$ cat src/rtl/keypad_scan_if.sv
// keypad_scan_if: keypad matrix lines and decoded key outputs of keypad_scan
interface keypad_scan_if;
    logic [3:0] row_in;
    logic [3:0] col_out;
    logic [3:0] button_data;
    logic       key_valid;
    logic       key_down;
    modport master (input row_in, output col_out, button_data, key_valid, key_down);
    modport slave  (output row_in, input col_out, button_data, key_valid, key_down);
endinterface

$ cat src/rtl/keypad_scan.sv
// keypad_scan: 4x4 active-low keypad scanner with frame debounce and release FSM
module keypad_scan #(
    parameter int SCAN_DIV       = 50000,
    parameter int DEBOUNCE_SCANS = 4
) (
    input  logic           clk,
    input  logic           rst_n,
    keypad_scan_if.master  kp
);
    localparam int            SW       = (SCAN_DIV > 1) ? $clog2(SCAN_DIV) : 1;
    localparam logic [SW-1:0] SLOT_MAX = SW'(SCAN_DIV - 1);
    localparam logic [3:0]    DB       = 4'(DEBOUNCE_SCANS);
    typedef enum logic [1:0] {CLS_NONE, CLS_SINGLE, CLS_MULTI} cls_t;
    typedef enum logic {ST_UP, ST_DOWN} state_t;
    logic [3:0]    r_sync1, r_sync2;
    logic [SW-1:0] r_slot;
    logic [1:0]    r_col;
    logic [3:0]    r_col_out;
    logic [15:0]   r_map;
    cls_t          r_cand_cls;
    logic [3:0]    r_cand_code;
    logic [3:0]    r_cnt;
    state_t        r_state;
    logic [3:0]    r_button;
    logic          r_valid, r_down;
    logic          w_tick, w_frame_end, w_stable;
    logic [15:0]   w_map;
    logic [4:0]    w_ones;
    logic [3:0]    w_code, w_cls_code;
    cls_t          w_cls;
    state_t        w_state_nxt;
    logic [3:0]    w_button_nxt;
    logic          w_valid_nxt, w_down_nxt;
    assign w_tick      = r_slot == SLOT_MAX;
    assign w_frame_end = w_tick && r_col == 2'd3;
    assign w_stable    = r_cnt == DB;
    // two-flop synchroniser for the asynchronous row lines
    always_ff @(posedge clk or negedge rst_n) begin
        if (!rst_n) begin
            r_sync1 <= 4'hF;
            r_sync2 <= 4'hF;
        end else begin
            r_sync1 <= kp.row_in;
            r_sync2 <= r_sync1;
        end
    end
    // current column's samples merged into the running pressed map
    always_comb begin
        w_map = r_map;
        for (int r = 0; r < 4; r++) w_map[4*r + int'(r_col)] = ~r_sync2[r];
    end
    // classify the completed map: count set bits and remember the set index
    always_comb begin
        w_ones = '0;
        w_code = '0;
        for (int i = 0; i < 16; i++) begin
            if (w_map[i]) begin
                w_ones = w_ones + 5'd1;
                w_code = 4'(i);
            end
        end
        w_cls      = (w_ones == 5'd0) ? CLS_NONE : (w_ones == 5'd1) ? CLS_SINGLE : CLS_MULTI;
        w_cls_code = (w_cls == CLS_SINGLE) ? w_code : 4'd0;
    end
    // slot counter, column ring and snapshot capture at each column's last cycle
    always_ff @(posedge clk or negedge rst_n) begin
        if (!rst_n) begin
            r_slot    <= '0;
            r_col     <= 2'd0;
            r_col_out <= 4'b1110;
            r_map     <= '0;
        end else if (w_tick) begin
            r_slot    <= '0;
            r_col     <= r_col + 2'd1;
            r_col_out <= {r_col_out[2:0], r_col_out[3]};
            r_map     <= w_map;
        end else begin
            r_slot    <= r_slot + 1'b1;
        end
    end
    // frame-level debounce: count consecutive identical classifications
    always_ff @(posedge clk or negedge rst_n) begin
        if (!rst_n) begin
            r_cand_cls  <= CLS_NONE;
            r_cand_code <= 4'd0;
            r_cnt       <= 4'd0;
        end else if (w_frame_end) begin
            if (w_cls == r_cand_cls && w_cls_code == r_cand_code) begin
                r_cnt <= (r_cnt == DB) ? r_cnt : r_cnt + 4'd1;
            end else begin
                r_cand_cls  <= w_cls;
                r_cand_code <= w_cls_code;
                r_cnt       <= 4'd1;
            end
        end
    end
    // release FSM: accept a stable single key in UP, wait for stable NONE in DOWN
    always_comb begin
        w_state_nxt  = r_state;
        w_button_nxt = r_button;
        w_valid_nxt  = 1'b0;
        w_down_nxt   = r_down;
        if (r_state == ST_UP && w_stable && r_cand_cls == CLS_SINGLE) begin
            w_state_nxt  = ST_DOWN;
            w_button_nxt = r_cand_code;
            w_valid_nxt  = 1'b1;
            w_down_nxt   = 1'b1;
        end else if (r_state == ST_DOWN && w_stable && r_cand_cls == CLS_NONE) begin
            w_state_nxt = ST_UP;
            w_down_nxt  = 1'b0;
        end
    end
    // FSM state and registered outputs
    always_ff @(posedge clk or negedge rst_n) begin
        if (!rst_n) begin
            r_state  <= ST_UP;
            r_button <= 4'd0;
            r_valid  <= 1'b0;
            r_down   <= 1'b0;
        end else begin
            r_state  <= w_state_nxt;
            r_button <= w_button_nxt;
            r_valid  <= w_valid_nxt;
            r_down   <= w_down_nxt;
        end
    end
    assign kp.col_out     = r_col_out;
    assign kp.button_data = r_button;
    assign kp.key_valid   = r_valid;
    assign kp.key_down    = r_down;
endmodule

$ cat src/flat_wrapper.sv
// flat-port wrapper written by rule: the top's interface ports become plain ports
module keypad_scan_flat 
#(
    parameter int SCAN_DIV       = 50000,
    parameter int DEBOUNCE_SCANS = 4
)
  (clk, rst_n, kp_row_in, kp_col_out, kp_button_data, kp_key_valid, kp_key_down);
  keypad_scan_if kp_i ();
  input  logic clk;
  input  logic rst_n;
  input wire logic [$bits(kp_i.row_in)-1:0] kp_row_in;
  output wire logic [$bits(kp_i.col_out)-1:0] kp_col_out;
  output wire logic [$bits(kp_i.button_data)-1:0] kp_button_data;
  output wire logic [$bits(kp_i.key_valid)-1:0] kp_key_valid;
  output wire logic [$bits(kp_i.key_down)-1:0] kp_key_down;
  assign kp_i.row_in = kp_row_in;
  assign kp_col_out = kp_i.col_out;
  assign kp_button_data = kp_i.button_data;
  assign kp_key_valid = kp_i.key_valid;
  assign kp_key_down = kp_i.key_down;
  keypad_scan #(.SCAN_DIV(SCAN_DIV), .DEBOUNCE_SCANS(DEBOUNCE_SCANS)) u_core (.clk(clk), .rst_n(rst_n), .kp(kp_i));
endmodule
$ cat config.mk
export PLATFORM = sky130hd
export DESIGN_NAME = keypad_scan_flat
export DESIGN_NICKNAME = d
export VERILOG_FILES = /design/src/rtl/keypad_scan_if.sv /design/src/rtl/keypad_scan.sv /design/src/flat_wrapper.sv
export SDC_FILE = /design/constraint.sdc
export NUM_CORES = 1
export LEC_CHECK = 0
export ABC_AREA = 0
export CAP_MARGIN = 0
export CORE_MARGIN = 10
export CORE_UTILIZATION = 63
export CTS_CLUSTER_SIZE = 8
export DETAILED_ROUTE_END_ITERATION = 7
export PLACE_DENSITY = 0.85
export REMOVE_ABC_BUFFERS = 1
export SETUP_SLACK_MARGIN = 0.5
export SKIP_CTS_REPAIR_TIMING = 1
export SKIP_LAST_GASP = 1
export SYNTH_ARGS = -nofsm -noshare
export SYNTH_HDL_FRONTEND = slang
export SYNTH_SLANG_ARGS = --single-unit
$ cat constraint.sdc
create_clock -name clk -period 12 [get_ports clk]
set_input_delay 1.2 -clock clk [delete_from_list [all_inputs] [get_ports clk]]
set_output_delay 1.2 -clock clk [all_outputs]
set_load 0.02 [all_outputs]
Word-level counts from Yosys, hierarchy flattened
Index checks and enable logic that the tools add are counted.
{ "op_classes": {"addsub": 21, "order_cmp": 8, "n_eq_ne": 9, "muxes": 52, "bitwise_logic": 6, "reduce_logical": 15} }
{ "op_table": {"columns": ["operator", "count"], "rows": [
  ["$ge A32 B1 Y1 const B", 3],
  ["$lt A32 B6 Y1 const B", 3],
  ["$mux W5", 15],
  ["$add A5 B1 Y5 const B", 14],
  ["$bwmux W16", 4],
  ["$mux W4", 11],
  ["$add A16 B1 Y16 const B", 1],
  ["$eq A16 B16 Y1 const B", 1],
  ["$mux W16", 1],
  ["$demux W1 S4", 3],
  ["$mux W3", 4],
  ["$add A4 B2 Y5 const A", 2],
  ["$logic_and A1 B1 Y1", 10],
  ["$mux W1", 9],
  ["$mux W2", 4],
  ["$not A1 Y1", 6],
  ["$eq A5 B1 Y1 const B", 1],
  ["$logic_not A5 Y1", 1],
  ["$lt A2 B5 Y1 const B", 1],
  ["$add A3 B2 Y4 const A", 1],
  ["$add A4 B1 Y4 const B", 1],
  ["$eq A2 B1 Y1 const B", 2],
  ["$eq A4 B3 Y1 const B", 1],
  ["$eq A4 B4 Y1", 1],
  ["10 further kinds", 11]
]} }
{ "totals": {"register_bits": 62, "input_bits": 6, "output_inout_bits": 10, "elab_cells": 123} }

Longest topological paths before layout
{ "logic_depth": {"ltp_word": 48, "mapped_depth": 56, "depth_no_buf": 55} }

Least setup slack after synthesis
No wires, ideal clock.
{ "synth_timing": {"path_kind": "register to register", "start": "reg u_core.r_col[0]", "end": "reg u_core.r_cand_code[3]", "setup_ps": 125, "arrival_ps": 10356, "required_time_ps": 11875, "path_slack_ps": 1519, "path_stages_with_launch": 55, "n_path_buf": 1, "period_less_slack_ps": 10481, "cell_sequence": "dfrtp_1 -> inv_1 -> ha_1 -> buf_4 -> nor3b_1 -> o21ai_1 -> o211ai_2 -> xnor2_1 -> ha_1 -> inv_1 -> a21oi_1 -> ha_1 -> a21boi_1 -> a211o_1 -> ha_1 -> mux2i_1 -> o21ai_0 -> ha_1 -> [19 not listed] -> inv_1 -> ha_1 -> nor2_1 -> nor2_1 -> ha_1 -> nand2_1 -> o31ai_1 -> ha_1 -> mux2_2 -> ha_1 -> or4_1 -> and3_1 -> a211oi_2 -> nor2_1 -> a2bb2oi_1 -> a311oi_2 -> o211ai_2 -> mux2_2"} }
{ "synth_via": {"elab_chain_cells": 48, "word_cells_on_any_way": 86, "cone_classes": "add/sub: 18; order compare: 8; eq/ne: 5; mux: 46; bitwise: 1; reduce/logical: 8"} }
{ "synth_lines": {"columns": ["element", "line", "text"], "rows": [
  ["start: declaration", "keypad_scan.sv:17", "logic [1:0] r_col;"],
  ["start signal: assignment", "keypad_scan.sv:74", "r_col <= r_col + 2'd1;"],
  ["$add A3 B2 Y4 (tied with other cells)", "keypad_scan.sv:50", "for (int r = 0; r < 4; r++) w_map[4*r + int'(r_col)] = ~r_sync2[r];"],
  ["$ge A32 B1 Y1 (implied by the code) (tied with other cells)", "keypad_scan.sv:50", null],
  ["$logic_and A1 B1 Y1 (implied by the code) / $mux W1 (equally long branches)", "keypad_scan.sv:50", null],
  ["$mux W1 (implied by the code) / $demux W1 S2 (equally long branches)", null, null],
  ["$demux W1 S4 / $bwmux W16 (equally long branches)", null, null],
  ["$bwmux W16 (3 in a row)", "keypad_scan.sv:50", null],
  ["$mux W1", "keypad_scan.sv:57", "if (w_map[i]) begin"],
  ["$add A1 B1 Y2", "keypad_scan.sv:58", "w_ones = w_ones + 5'd1;"],
  ["[29 not listed]", null, null],
  ["$eq A5 B1 Y1", "keypad_scan.sv:62", "w_cls = (w_ones == 5'd0) ? CLS_NONE : (w_ones == 5'd1) ? CLS_SINGLE : CLS_MULTI;"],
  ["$mux W2 (2 in a row)", "keypad_scan.sv:62", null],
  ["$eq A2 B1 Y1", "keypad_scan.sv:63", "w_cls_code = (w_cls == CLS_SINGLE) ? w_code : 4'd0;"],
  ["$mux W4", "keypad_scan.sv:63", null],
  ["$eq A4 B4 Y1", "keypad_scan.sv:88", "if (w_cls == r_cand_cls && w_cls_code == r_cand_code) begin"],
  ["$logic_and A1 B1 Y1", "keypad_scan.sv:88", null],
  ["$not A1 Y1 (no line)", null, null],
  ["$reduce_and A2 Y1 (no line)", null, null],
  ["end signal: assignment", "keypad_scan.sv:92", "r_cand_code <= w_cls_code;"],
  ["end: declaration", "keypad_scan.sv:21", "logic [3:0] r_cand_code;"]
]} }
Parallel ways exist; a longest one is shown, timed or not.
A chain may end at the register's enable or synchronous reset.

Worst setup path in the final report
Ends and elaborated chain as after synthesis.

==> impl_results.rst <==
.. list-table::
   :header-rows: 1

   * - Metric
     - Value
   * - Result of the run
     - finished, final reports clean
   * - Peak VDD IR
     - 96.9 µV
   * - GRT overflow
     - 0
   * - Setup Total Neg Slack
     - 0 ns
   * - Clock Path Buffers
     - 2
   * - # port buffers
     - 15
   * - Seq cells post-synth
     - 62
   * - Number of global-route vias before repair
     - 4177
   * - CP peak stage delay
     - 0.54 ns
   * - Clock-pin slew reported for the worst setup and hold paths after clock tree synthesis
     - 0.07 ns
   * - Proportion of synthesized flip-flops having asynchronous set or reset
     - 100%
   * - Total wire length after detailed routing
     - 11.8 mm
   * - Hold Violations, Final
     - 0
   * - Library cell occupying the most area in the post-synthesis netlist
     - sky130_fd_sc_hd__dfrtp_1
   * - I/O pin count
     - 16
   * - Global placement routability congestion
     - 0.910
   * - Clock period minus final worst setup slack
     - 10.92 ns
   * - Endpoint of the most critical register-to-register path
     - u_core.r_cand_code[3]$_DFFE_PN0P_
   * - Worst Tran Pin Value
     - 0.813 ns
   * - Distinct cell type count of the synthesized netlist
     - 74
   * - Final routed wire length divided by cell count
     - 17.0 µm
   * - CP most frequent cell
     - sky130_fd_sc_hd__ha_1
   * - Number of instances on the worst hold path
     - 0
   * - Synth warn
     - 0
   * - Clock tree sinks
     - 62
   * - Full die area
     - 12000 µm²
   * - Multi-input gate area in the final layout
     - 3470 µm²
   * - Post-DP HPWL
     - 8.61 mm
   * - Cell types occupying the most area after synthesis
     - sky130_fd_sc_hd__dfrtp_1 (25%), sky130_fd_sc_hd__dfstp_2 (5.7%), sky130_fd_sc_hd__nor2_1 (5.3%)
   * - Post-Place Worst Slack
     - 0.535 ns
   * - Type of element capturing the critical path
     - flop
   * - Pleak
     - 2.50 nW
   * - DRT antenna net count
     - 0
   * - Max-cap violations
     - 0
   * - Register area share after synthesis
     - 30.9%
   * - N_diodes
     - 0
   * - Pwr Total
     - 0.473 mW
   * - Area delta synth->final
     - 11.6%
   * - Root buffer cell
     - sky130_fd_sc_hd__clkbuf_8
   * - Clock buffer count from CTS
     - 9
   * - Startpoint class of the critical path
     - flop
   * - Most used DFF post-synth
     - sky130_fd_sc_hd__dfrtp_1
   * - All-layer global routing usage
     - 19.9%
   * - Share of the cycle needed by the critical path after routing
     - 91.0%
   * - Leading cell types in the layout, fill and taps excluded
     - sky130_fd_sc_hd__nor2_1 (69), sky130_fd_sc_hd__nand2_1 (56), sky130_fd_sc_hd__dfrtp_1 (51)
   * - Clock tree from TritonCTS
     - yes
   * - Chip Height
     - 110 µm
   * - End of the worst hold path
     - u_core.r_sync2[0]$_DFF_PN1_
   * - EDFF count, synth
     - 0
   * - Post-route clock skew
     - 0.00958 ns
   * - Total standard cell area after synthesis
     - 5070 µm²
   * - Arrival time of data at the critical path endpoint
     - 11.14 ns
   * - Starting utilization of the core area
     - 65.3%
   * - Register area
     - 1570 µm²
   * - Relative max-transition margin
     - 44.2%
   * - Core region area
     - 7770 µm²
   * - Upper clock frequency limit
     - 0.0915 GHz
   * - Fraction of post-synthesis cell area in the top cell type by area
     - 25.2%
   * - Number of design rule violations left after detail routing
     - 0
   * - DRC marker count from the first detailed-route iteration
     - 306
   * - Hold_sp
     - u_core.r_sync1[0]$_DFF_PN1_
   * - Clock insertion delay at the later pin of the skew report
     - 0.34 ns
   * - Avg Cell Area, Syn
     - 9.00 µm²
   * - Register-to-register setup slack
     - 1.08 ns
   * - Fraction of final layout cells with drive strength greater than 1
     - 16.3%
   * - Final net count
     - 615
   * - Dpl cells
     - 674
   * - Critical path's slowest cell
     - sky130_fd_sc_hd__or4_1
   * - Antenna violations before repair
     - 0
   * - Wire length of the first global-routing pass
     - 19.6 mm
   * - Critical path class
     - flop to flop
   * - Number of placement rows
     - 32
   * - Worst min-delay path class
     - flop to flop
   * - Fin cells
     - 696
   * - Data required time at the worst endpoint
     - 12.22 ns
   * - Worst reg2reg path startpoint
     - u_core.r_col[0]$_DFFE_PN0N_
   * - Power per unit of standard cell area
     - 83.6 nW/µm²
   * - Pre-antenna DRT Iters
     - 5
   * - # H-tree levels
     - 3
   * - Filler Cells Inserted
     - 549
   * - Overall die width
     - 110 µm
   * - Utilization of the core after routing
     - 72.9%
   * - Post-layout worst setup margin
     - 1.08 ns
   * - Number of vias per cell
     - 6.21
   * - Worst Path Max Fanout
     - 19
   * - Synthesized instance count
     - 564
   * - Pin count of the biggest net entering global routing
     - 63
   * - Final-report setup violation count
     - 0
   * - RSZ-0062 raised after global routing
     - false
   * - Depth of the worst register-to-register path
     - 55
   * - Count of final max-slew check failures
     - 0
   * - Leading cell type in the layout, fill and taps excluded
     - sky130_fd_sc_hd__nor2_1
   * - Vias after detailed routing
     - 4322
## worst max path at each step
stage               slack [ns]                         from                                 to  cells after the start
global placement          0.87  u_core.r_col[0]$_DFFE_PN0N_  u_core.r_cand_code[3]$_DFFE_PN0P_                     54
finish                    1.08  u_core.r_col[0]$_DFFE_PN0N_  u_core.r_cand_code[3]$_DFFE_PN0P_                     55
detailed placement        0.53  u_core.r_col[0]$_DFFE_PN0N_  u_core.r_cand_code[3]$_DFFE_PN0P_                     54
floorplan                 1.29  u_core.r_col[0]$_DFFE_PN0N_  u_core.r_cand_code[3]$_DFFE_PN0P_                     53
CTS                       0.45  u_core.r_col[0]$_DFFE_PN0N_  u_core.r_cand_code[3]$_DFFE_PN0P_                     54
global route              0.44  u_core.r_col[0]$_DFFE_PN0N_  u_core.r_cand_code[3]$_DFFE_PN0P_                     55
## power by group
group | switching (mW) | internal, mW | total (mW)
Sequential | 0.00179 | 0.212 | 0.213
Combinational | 0.0423 | 0.0328 | 0.0750
Clock | 0.0822 | 0.103 | 0.185
Total | 0.126 | 0.347 | 0.473
## worst max-delay path, delay by kind of cell, from the launching register on
kind | cells | cell delay, ns
AOI/OAI and AO/OA | 19 | 3.19
xor gates and xnor gates | 1 | 0.14
adders and majority gates | 14 | 3.89
buffers and inverters | 6 | 0.59
DFF | 1 | 0.39
muxes | 4 | 0.96
and+or+nand+nor | 11 | 1.63
## Yosys cell counts (all sizes together), types with 3 or more instances
cell,number
clkbuf,5
o21ai,26
a311oi,3
and2,4
a31oi,9
xnor3,10
buf,7
and3,5
nand4,7
o211ai,6
a21oi,32
nand2b,17
mux2i,14
nor2,71
dfrtp,51
mux2,17
nor2b,17
nand3,17
dfstp,11
xor2,19
nor4,9
a211oi,10
o31ai,5
ha,20
xnor2,35
or2,7
a2111oi,3
or3,6
or4,4
inv,18
nor3,9
nand2,56
## kinds of logic (layout without fill, tap and decap cells)
kind of cell	count (synthesis)	count (layout)	share of synthesized area, %
adders and majority gates	20	20	4.93
muxes	31	31	6.61
xor gates and xnor gates	64	64	15.4
buffers and inverters	30	60	2.54
and+or+nand+nor	238	238	23.3
AOI/OAI and AO/OA	119	119	16.4
DFF	62	62	30.9
## cell type report
class | instances | share of cell area [%]
inverters | 18 | 1.19
clock buffers | 12 | 2.56
well taps | 102 | 2.25
multi-input cells | 472 | 61.3
repair buffers | 26 | 4.09
clock inverters | 4 | 0.972
flip-flops and latches | 62 | 27.6
## flip-flops by register name (all words and copies together) (netlist names)
| signal | flops |
|---|---|
| u_core.r_col | 2 |
| u_core.r_slot | 16 |
| u_core.r_state | 1 |
| u_core.kp.col_out | 4 |
| u_core.r_sync1 | 4 |
| u_core.r_map | 16 |
| u_core.kp.button_data | 4 |
| u_core.r_sync2 | 4 |
| u_core.r_cand_cls | 2 |
| u_core.r_cand_code | 4 |
| u_core.r_cnt | 4 |
| u_core.kp.key_valid | 1 |
## stage by stage
| stage | area [µm²] | hold slack [ns] |
|---|---|---|
| 2_1_floorplan | 5010 | 0.345 |
| 3_3_place_gp | 5330 | 0.345 |
| 3_5_place_dp | 5330 | 0.347 |
| 4_1_cts | 5530 | 0.358 |
| 5_1_grt | 5660 | 0.364 |
| 6_report | 5660 | 0.356 |
## metal layers
layer | GRT usage (%) | routed length (µm) | up-vias | share of wire [%]
li1 | - | - | 2083 | -
met1 | 24.9 | 5160 | 2069 | 44
met2 | 33.6 | 5850 | 140 | 49
met3 | 3.28 | 527 | 30 | 4.5
met4 | 7.34 | 307 | 0 | 2.6
met5 | 0 | 0 | - | 0
No activity file was read; power rests on OpenSTA's default activity.
